--- config.mk ---
export PLATFORM = sky130hd
export DESIGN_NAME = muldiv_unit
export DESIGN_NICKNAME = d
export VERILOG_FILES = /design/src/rtl/muldiv_unit_pkg.sv /design/src/rtl/muldiv_unit_sign_fix.sv /design/src/rtl/muldiv_unit.sv
export SDC_FILE = /design/constraint.sdc
export NUM_CORES = 1
export LEC_CHECK = 0
export ABC_CLOCK_PERIOD_IN_PS = 11300
export CORE_ASPECT_RATIO = 1.4
export CORE_MARGIN = 1
export CORE_UTILIZATION = 30
export CTS_BUF_LIST = sky130_fd_sc_hd__clkbuf_8
export DETAILED_ROUTE_END_ITERATION = 16
export GPL_TIMING_DRIVEN = 0
export PLACE_DENSITY_LB_ADDON = 0.05
export SYNTH_ARGS = -nofsm -noshare
export SYNTH_HDL_FRONTEND = slang
export SYNTH_SLANG_ARGS = --single-unit
--- constraint.sdc ---
create_clock -name clk -period 11.3 [get_ports clk]
set_clock_uncertainty 0.2 [all_clocks]
set_input_delay 2.26 -clock clk [delete_from_list [all_inputs] [get_ports clk]]
set_output_delay 2.26 -clock clk [all_outputs]
set_load 0.05 [all_outputs]
--- src/rtl/muldiv_unit_pkg.sv ---
// Shared encodings and helpers for the iterative multiply/divide unit.
package muldiv_unit_pkg;

  localparam logic [1:0] OP_MULTU = 2'b00;
  localparam logic [1:0] OP_MULT  = 2'b01;
  localparam logic [1:0] OP_DIVU  = 2'b10;
  localparam logic [1:0] OP_DIV   = 2'b11;

  localparam logic [0:0] ST_IDLE = 1'b0;
  localparam logic [0:0] ST_RUN  = 1'b1;

  // Control latched at start; neg_res covers product sign and quotient sign.
  typedef struct packed {
    logic is_div;
    logic neg_res;
    logic neg_rem;
  } ctrl_t;

  function automatic int unsigned cnt_width(input int unsigned w);
    return int'($clog2(w)) + 1;
  endfunction

endpackage

--- src/rtl/muldiv_unit_sign_fix.sv ---
// Conditional two's-complement negate, parameterised width.
module sign_fix #(
  parameter int unsigned W = 32
) (
  input  logic [W-1:0] val_i,
  input  logic         neg_i,
  output logic [W-1:0] val_o
);

  always_comb begin
    val_o = neg_i ? ('0 - val_i) : val_i;
  end

endmodule

--- src/rtl/muldiv_unit.sv ---
// Iterative mult/multu/div/divu unit owning the HI/LO registers; one result bit per cycle.
module muldiv_unit
  import muldiv_unit_pkg::*;
#(
  parameter int unsigned WIDTH = 32
) (
  input  logic             clk,
  input  logic             rst,
  input  logic             start,
  input  logic [1:0]       op,
  input  logic [WIDTH-1:0] a,
  input  logic [WIDTH-1:0] b,
  input  logic             hi_we,
  input  logic             lo_we,
  input  logic [WIDTH-1:0] wd,
  output logic             busy,
  output logic             done,
  output logic [WIDTH-1:0] hi,
  output logic [WIDTH-1:0] lo
);

  localparam int unsigned CW = cnt_width(WIDTH);

  logic [0:0]         state_q, state_d;
  logic [CW-1:0]      count_q, count_d;
  ctrl_t              ctrl_q, ctrl_d;
  logic [WIDTH-1:0]   opnd_q, opnd_d;
  logic [2*WIDTH-1:0] acc_q, acc_d;
  logic [WIDTH-1:0]   hi_q, hi_d, lo_q, lo_d;
  logic               done_q, done_d;

  logic             is_div, is_signed, sa, sb, b_zero;
  logic [WIDTH-1:0] mag_a, mag_b;

  assign is_div    = (op == OP_DIVU) || (op == OP_DIV);
  assign is_signed = (op == OP_MULT) || (op == OP_DIV);
  assign sa        = is_signed & a[WIDTH-1];
  assign sb        = is_signed & b[WIDTH-1];
  assign b_zero    = (b == '0);

  sign_fix #(.W(WIDTH)) u_mag_a (.val_i(a), .neg_i(sa), .val_o(mag_a));
  sign_fix #(.W(WIDTH)) u_mag_b (.val_i(b), .neg_i(sb), .val_o(mag_b));

  // Multiply: acc = {partial, multiplier}; add into upper half, shift right.
  logic [WIDTH:0]     mul_sum;
  logic [2*WIDTH-1:0] mul_next;
  assign mul_sum  = {1'b0, acc_q[2*WIDTH-1:WIDTH]} + {1'b0, (acc_q[0] ? opnd_q : '0)};
  assign mul_next = {mul_sum, acc_q[WIDTH-1:1]};

  // Divide: acc = {remainder, dividend/quotient}; shift left, trial subtract.
  logic [WIDTH:0]     div_shift;
  logic [WIDTH-1:0]   div_diff;
  logic               div_ge;
  logic [2*WIDTH-1:0] div_next;
  assign div_shift = {acc_q[2*WIDTH-1:WIDTH], acc_q[WIDTH-1]};
  assign div_ge    = (div_shift >= {1'b0, opnd_q});
  assign div_diff  = div_shift[WIDTH-1:0] - opnd_q;
  assign div_next  = {(div_ge ? div_diff : div_shift[WIDTH-1:0]), acc_q[WIDTH-2:0], div_ge};

  logic [2*WIDTH-1:0] step_next, prod_fix;
  logic [WIDTH-1:0]   quo_fix, rem_fix;
  assign step_next = ctrl_q.is_div ? div_next : mul_next;

  sign_fix #(.W(2*WIDTH)) u_prod (.val_i(step_next), .neg_i(ctrl_q.neg_res), .val_o(prod_fix));
  sign_fix #(.W(WIDTH)) u_quo (.val_i(step_next[WIDTH-1:0]), .neg_i(ctrl_q.neg_res),
                               .val_o(quo_fix));
  sign_fix #(.W(WIDTH)) u_rem (.val_i(step_next[2*WIDTH-1:WIDTH]), .neg_i(ctrl_q.neg_rem),
                               .val_o(rem_fix));

  always_comb begin
    state_d = state_q;
    count_d = count_q;
    ctrl_d  = ctrl_q;
    opnd_d  = opnd_q;
    acc_d   = acc_q;
    hi_d    = hi_q;
    lo_d    = lo_q;
    done_d  = 1'b0;
    case (state_q)
      ST_IDLE: begin
        if (hi_we) hi_d = wd;
        if (lo_we) lo_d = wd;
        if (start) begin
          state_d        = ST_RUN;
          count_d        = '0;
          ctrl_d.is_div  = is_div;
          // Divide-by-zero keeps the all-ones quotient unnegated.
          ctrl_d.neg_res = (sa ^ sb) & ~(is_div & b_zero);
          ctrl_d.neg_rem = sa;
          opnd_d         = is_div ? mag_b : mag_a;
          acc_d          = {{WIDTH{1'b0}}, (is_div ? mag_a : mag_b)};
        end
      end
      default: begin
        acc_d   = step_next;
        count_d = count_q + CW'(1);
        if (count_q == CW'(WIDTH - 1)) begin
          state_d = ST_IDLE;
          done_d  = 1'b1;
          if (ctrl_q.is_div) begin
            hi_d = rem_fix;
            lo_d = quo_fix;
          end else begin
            hi_d = prod_fix[2*WIDTH-1:WIDTH];
            lo_d = prod_fix[WIDTH-1:0];
          end
        end
      end
    endcase
  end

  always_ff @(posedge clk or negedge rst) begin
    if (!rst) begin
      state_q <= ST_IDLE;
      count_q <= '0;
      ctrl_q  <= '0;
      opnd_q  <= '0;
      acc_q   <= '0;
      hi_q    <= '0;
      lo_q    <= '0;
      done_q  <= 1'b0;
    end else begin
      state_q <= state_d;
      count_q <= count_d;
      ctrl_q  <= ctrl_d;
      opnd_q  <= opnd_d;
      acc_q   <= acc_d;
      hi_q    <= hi_d;
      lo_q    <= lo_d;
      done_q  <= done_d;
    end
  end

  assign busy = (state_q == ST_RUN);
  assign done = done_q;
  assign hi   = hi_q;
  assign lo   = lo_q;

endmodule

==> impl_metrics.json <==
{
  "synth.ff_latch_count": 171,
  "start_util_pct": 30.46,
  "cp.arrival_ns": 8.35,
  "synth-main-ff-cell": "dfrtp_1",
  "ant_nets": 0,
  "grt_pass1_wl_um": 121800,
  "place_inst": 3076,
  "min_from": "opnd_q[2]$_DFFE_PN0P_",
  "synth_top_cell_area_share_pct": 26.30,
  "ys_warn_count": 0,
  "final_nets": 2555,
  "clk_pin_slew_ns": 0.13,
  "stdcell_count": 3109,
  "numClockSinks": 171,
  "cp_common_cell": "a21oi_1",
  "synth_cells": 2194,
  "yosysUniqueCellTypes": 87,
  "area_growth_pct": 18.78,
  "cts_buffers": 17,
  "timing.final.crit_share_pct": 71.42,
  "num_vias": 17908,
  "die-area_um2": 55190,
  "tns_ns": 0,
  "r2r_end": "hi[2]$_DFFE_PN0P_",
  "maxCapViolCount": 0,
  "synth_top_area_cell": "dfrtp_1",
  "ctsResizeCount": 0,
  "antenna_found_initial": 2,
  "cp_num_buf_inv": 5,
  "drt_iter0_drc": 1291,
  "max_freq_mhz": 123.9,
  "finalHoldViolCount": 0,
  "io_pins": 169,
  "syn_nets": 2368,
  "syn_area_um2": 16270,
  "drive_gt1_share_pct": 3.843,
  "core_um2": 53430,
  "clockBufferDepth": 2,
  "clk_latency_ns": 0.56,
  "crit_required_ns": 11.58,
  "rows": 100,
  "maxSlewViolCount": 0,
  "grt_pass1_vias": 17908,
  "cts_hold_buf": 0,
  "holdCritPathClass": "register to register",
  "avgSynthCellArea_um2": 7.417,
  "setup_viol": 0,
  "routabilityCongestion": 0.9521,
  "critPathTopFamily": "compound AO/OA/AOI/OAI gates",
  "r2r.worst_path.cells": 22,
  "path_cells": "inv_1 -> ha_1 -> clkbuf_1 -> a21oi_1 -> o21ai_1 -> a221o_1 -> a21o_1 -> nor2_1 -> clkbuf_1 -> buf_2 -> a21oi_1 -> inv_1 -> ha_1 -> nand2_1 -> or3_1 -> or4_1 -> o21ai_1 -> nand2b_1 -> o21ai_0 -> xor2_1 -> a21oi_1 -> o21ai_0",
  "post-cts-setup-buffer-count": 0,
  "synthArstFlopShare_pct": 100.0,
  "slew_headroom_pct": 14.78,
  "tightest_slew_ns": 1.246,
  "portBuffers": 167,
  "firstDrtPassIters": 6,
  "cpPeakStageDelay_ns": 0.76,
  "worstPathMaxFanout": 10,
  "drc": 0,
  "synth_edf_count": 0,
  "status": "finished clean",
  "startpoint_type": "register",
  "cts-root-buf": "clkbuf_8",
  "reg2reg_setup_slack_ns": 3.23,
  "synth_area_leaders": "dfrtp_1, a21oi_1, nand2_1",
  "r2r-start": "opnd_q[22]$_DFFE_PN0P_",
  "min_to": "opnd_q[2]$_DFFE_PN0P_",
  "crit_type": "register to register",
  "worst_hold_path.num_cells": 2,
  "routed_wl_um": 84330,
  "rsz0062_at_grt": "no",
  "vias_per_cell": 5.760,
  "htree_levels": 4,
  "layout_min_cycle_time_ns": 8.070,
  "grt_max_degree": 95,
  "cp_slowest_cell": "o21ai_1",
  "synth_seq_area_share_pct": 26.30,
  "die_h_um": 277.6,
  "grt_use_total_pct": 30.65,
  "overflow": 0,
  "hpwl_um": 68550,
  "cts_tree": "yes",
  "crit_path_end_kind": "register",
  "wl_per_cell_um": 27.12,
  "die_w_um": 198.8
}
metal layers:
| metal | part of all wire, % | GRT usage [%] | up-vias | wire (um) |
|---|---|---|---|---|
| li1 | - | - | 8317 | - |
| met1 | 38 | 34.56 | 8828 | 32460 |
| met2 | 51 | 55.26 | 579 | 43290 |
| met3 | 3.9 | 2.967 | 184 | 3285 |
| met4 | 6.3 | 17.93 | 0 | 5289 |
| met5 | 0 | 0 | - | 0 |
worst register-to-register path: cells and delay by family (launching register included):
family | cells | cell delay (ns)
buffers and inverters | 5 | 1.39
DFF | 1 | 0.42
AOI/OAI and AO/OA | 9 | 2.74
xor gates and xnor gates | 1 | 0.45
adders and majority gates | 2 | 0.45
and+or+nand+nor | 5 | 2.34
through the flow:
step / hold WS, ns / utilization, % / cell area, um2 / worst slack, ns
6_report: 0.2901 / 36.18 / 19330 / 3.230
5_1_grt: 0.3266 / 36.18 / 19330 / 3.005
4_1_cts: 0.2948 / 36.17 / 19330 / 3.429
3_5_place_dp: 0.2655 / 35.32 / 18870 / 3.443
3_3_place_gp: 0.2617 / 35.26 / 18840 / -0.07930
2_1_floorplan: 0.2498 / - / 16270 / 6.096
flip-flops by register name, indices dropped and copies added (netlist names):
signal and cells:
done 1, hi 32, opnd_q 32, count_q 6
busy 1, ctrl_q 3, lo 32, acc_q 64
kinds of logic after synthesis:
logic type / after synthesis / synth area share, %
AO/OA/AOI/OAI: 726 / 27.83
AND/OR/NAND/NOR: 784 / 22.55
XOR/XNOR: 150 / 8.073
buffers and inverters: 222 / 5.305
multiplexers: 70 / 4.398
adder cells (fa/ha/maj): 71 / 5.551
flip-flops: 171 / 26.30
worst max path at each step:
stage                                start                     end  cells after the start
floorplan            acc_q[51]$_DFFE_PN0P_      hi[20]$_DFFE_PN0P_                     20
global route         ctrl_q[2]$_DFFE_PN0P_      hi[30]$_DFFE_PN0P_                     19
CTS                  ctrl_q[2]$_DFFE_PN0P_       hi[8]$_DFFE_PN0P_                     19
global placement                       rst  opnd_q[15]$_DFFE_PN0P_                      1
finish              opnd_q[22]$_DFFE_PN0P_       hi[2]$_DFFE_PN0P_                     22
detailed placement   ctrl_q[2]$_DFFE_PN0P_       hi[8]$_DFFE_PN0P_                     19
cell usage after synthesis, drive strengths merged (6+ instances only):
library cell / number
mux2i: 61
and3: 25
nor2b: 24
a22oi: 8
nor3b: 8
a211oi: 43
or2: 7
nor2: 235
a311oi: 8
a211o: 6
o211ai: 29
ha: 69
a21oi: 243
o22ai: 18
and2: 20
o21a: 13
o41ai: 9
nor4: 21
xor2: 68
a21boi: 18
nand2: 254
o21bai: 9
xnor2: 82
nand4: 25
nand2b: 17
a31oi: 32
dfrtp: 171
or4: 11
o21ai: 173
or3: 21
a21o: 27
a31o: 10
inv: 83
clkbuf: 102
nand3: 29
nor3: 64
mux2: 9
o31ai: 25
buf: 37
final cells by class:
class	instances	area, um2
fillers	5808	34100
plain buffers	139	551.8
clock inverters	15	221.5
repair buffers	168	1704
flip-flops and latches	171	4279
well taps	714	893.4
clock buffers	17	234.0
inverters	83	311.5
multi-input cells	1801	11130
diodes	1	2.502
layout by cell type (no fill, tap or decap), types with 27 or more instances in the layout:
cell	instances
o21ai_0	155
mux2i_1	61
xor2_1	68
clkbuf_1	101
a211oi_1	43
nor2_1	235
clkdlybuf4s50_1	166
nor3_1	63
a21oi_1	243
nand3_1	29
dfrtp_1	171
o211ai_1	29
ha_1	69
inv_1	82
a31oi_1	32
a21o_1	27
nand2_1	254
xnor2_1	82
Power is not shown: default switching activity piles up to over one toggle a cycle in this logic, so the estimate is an artifact.
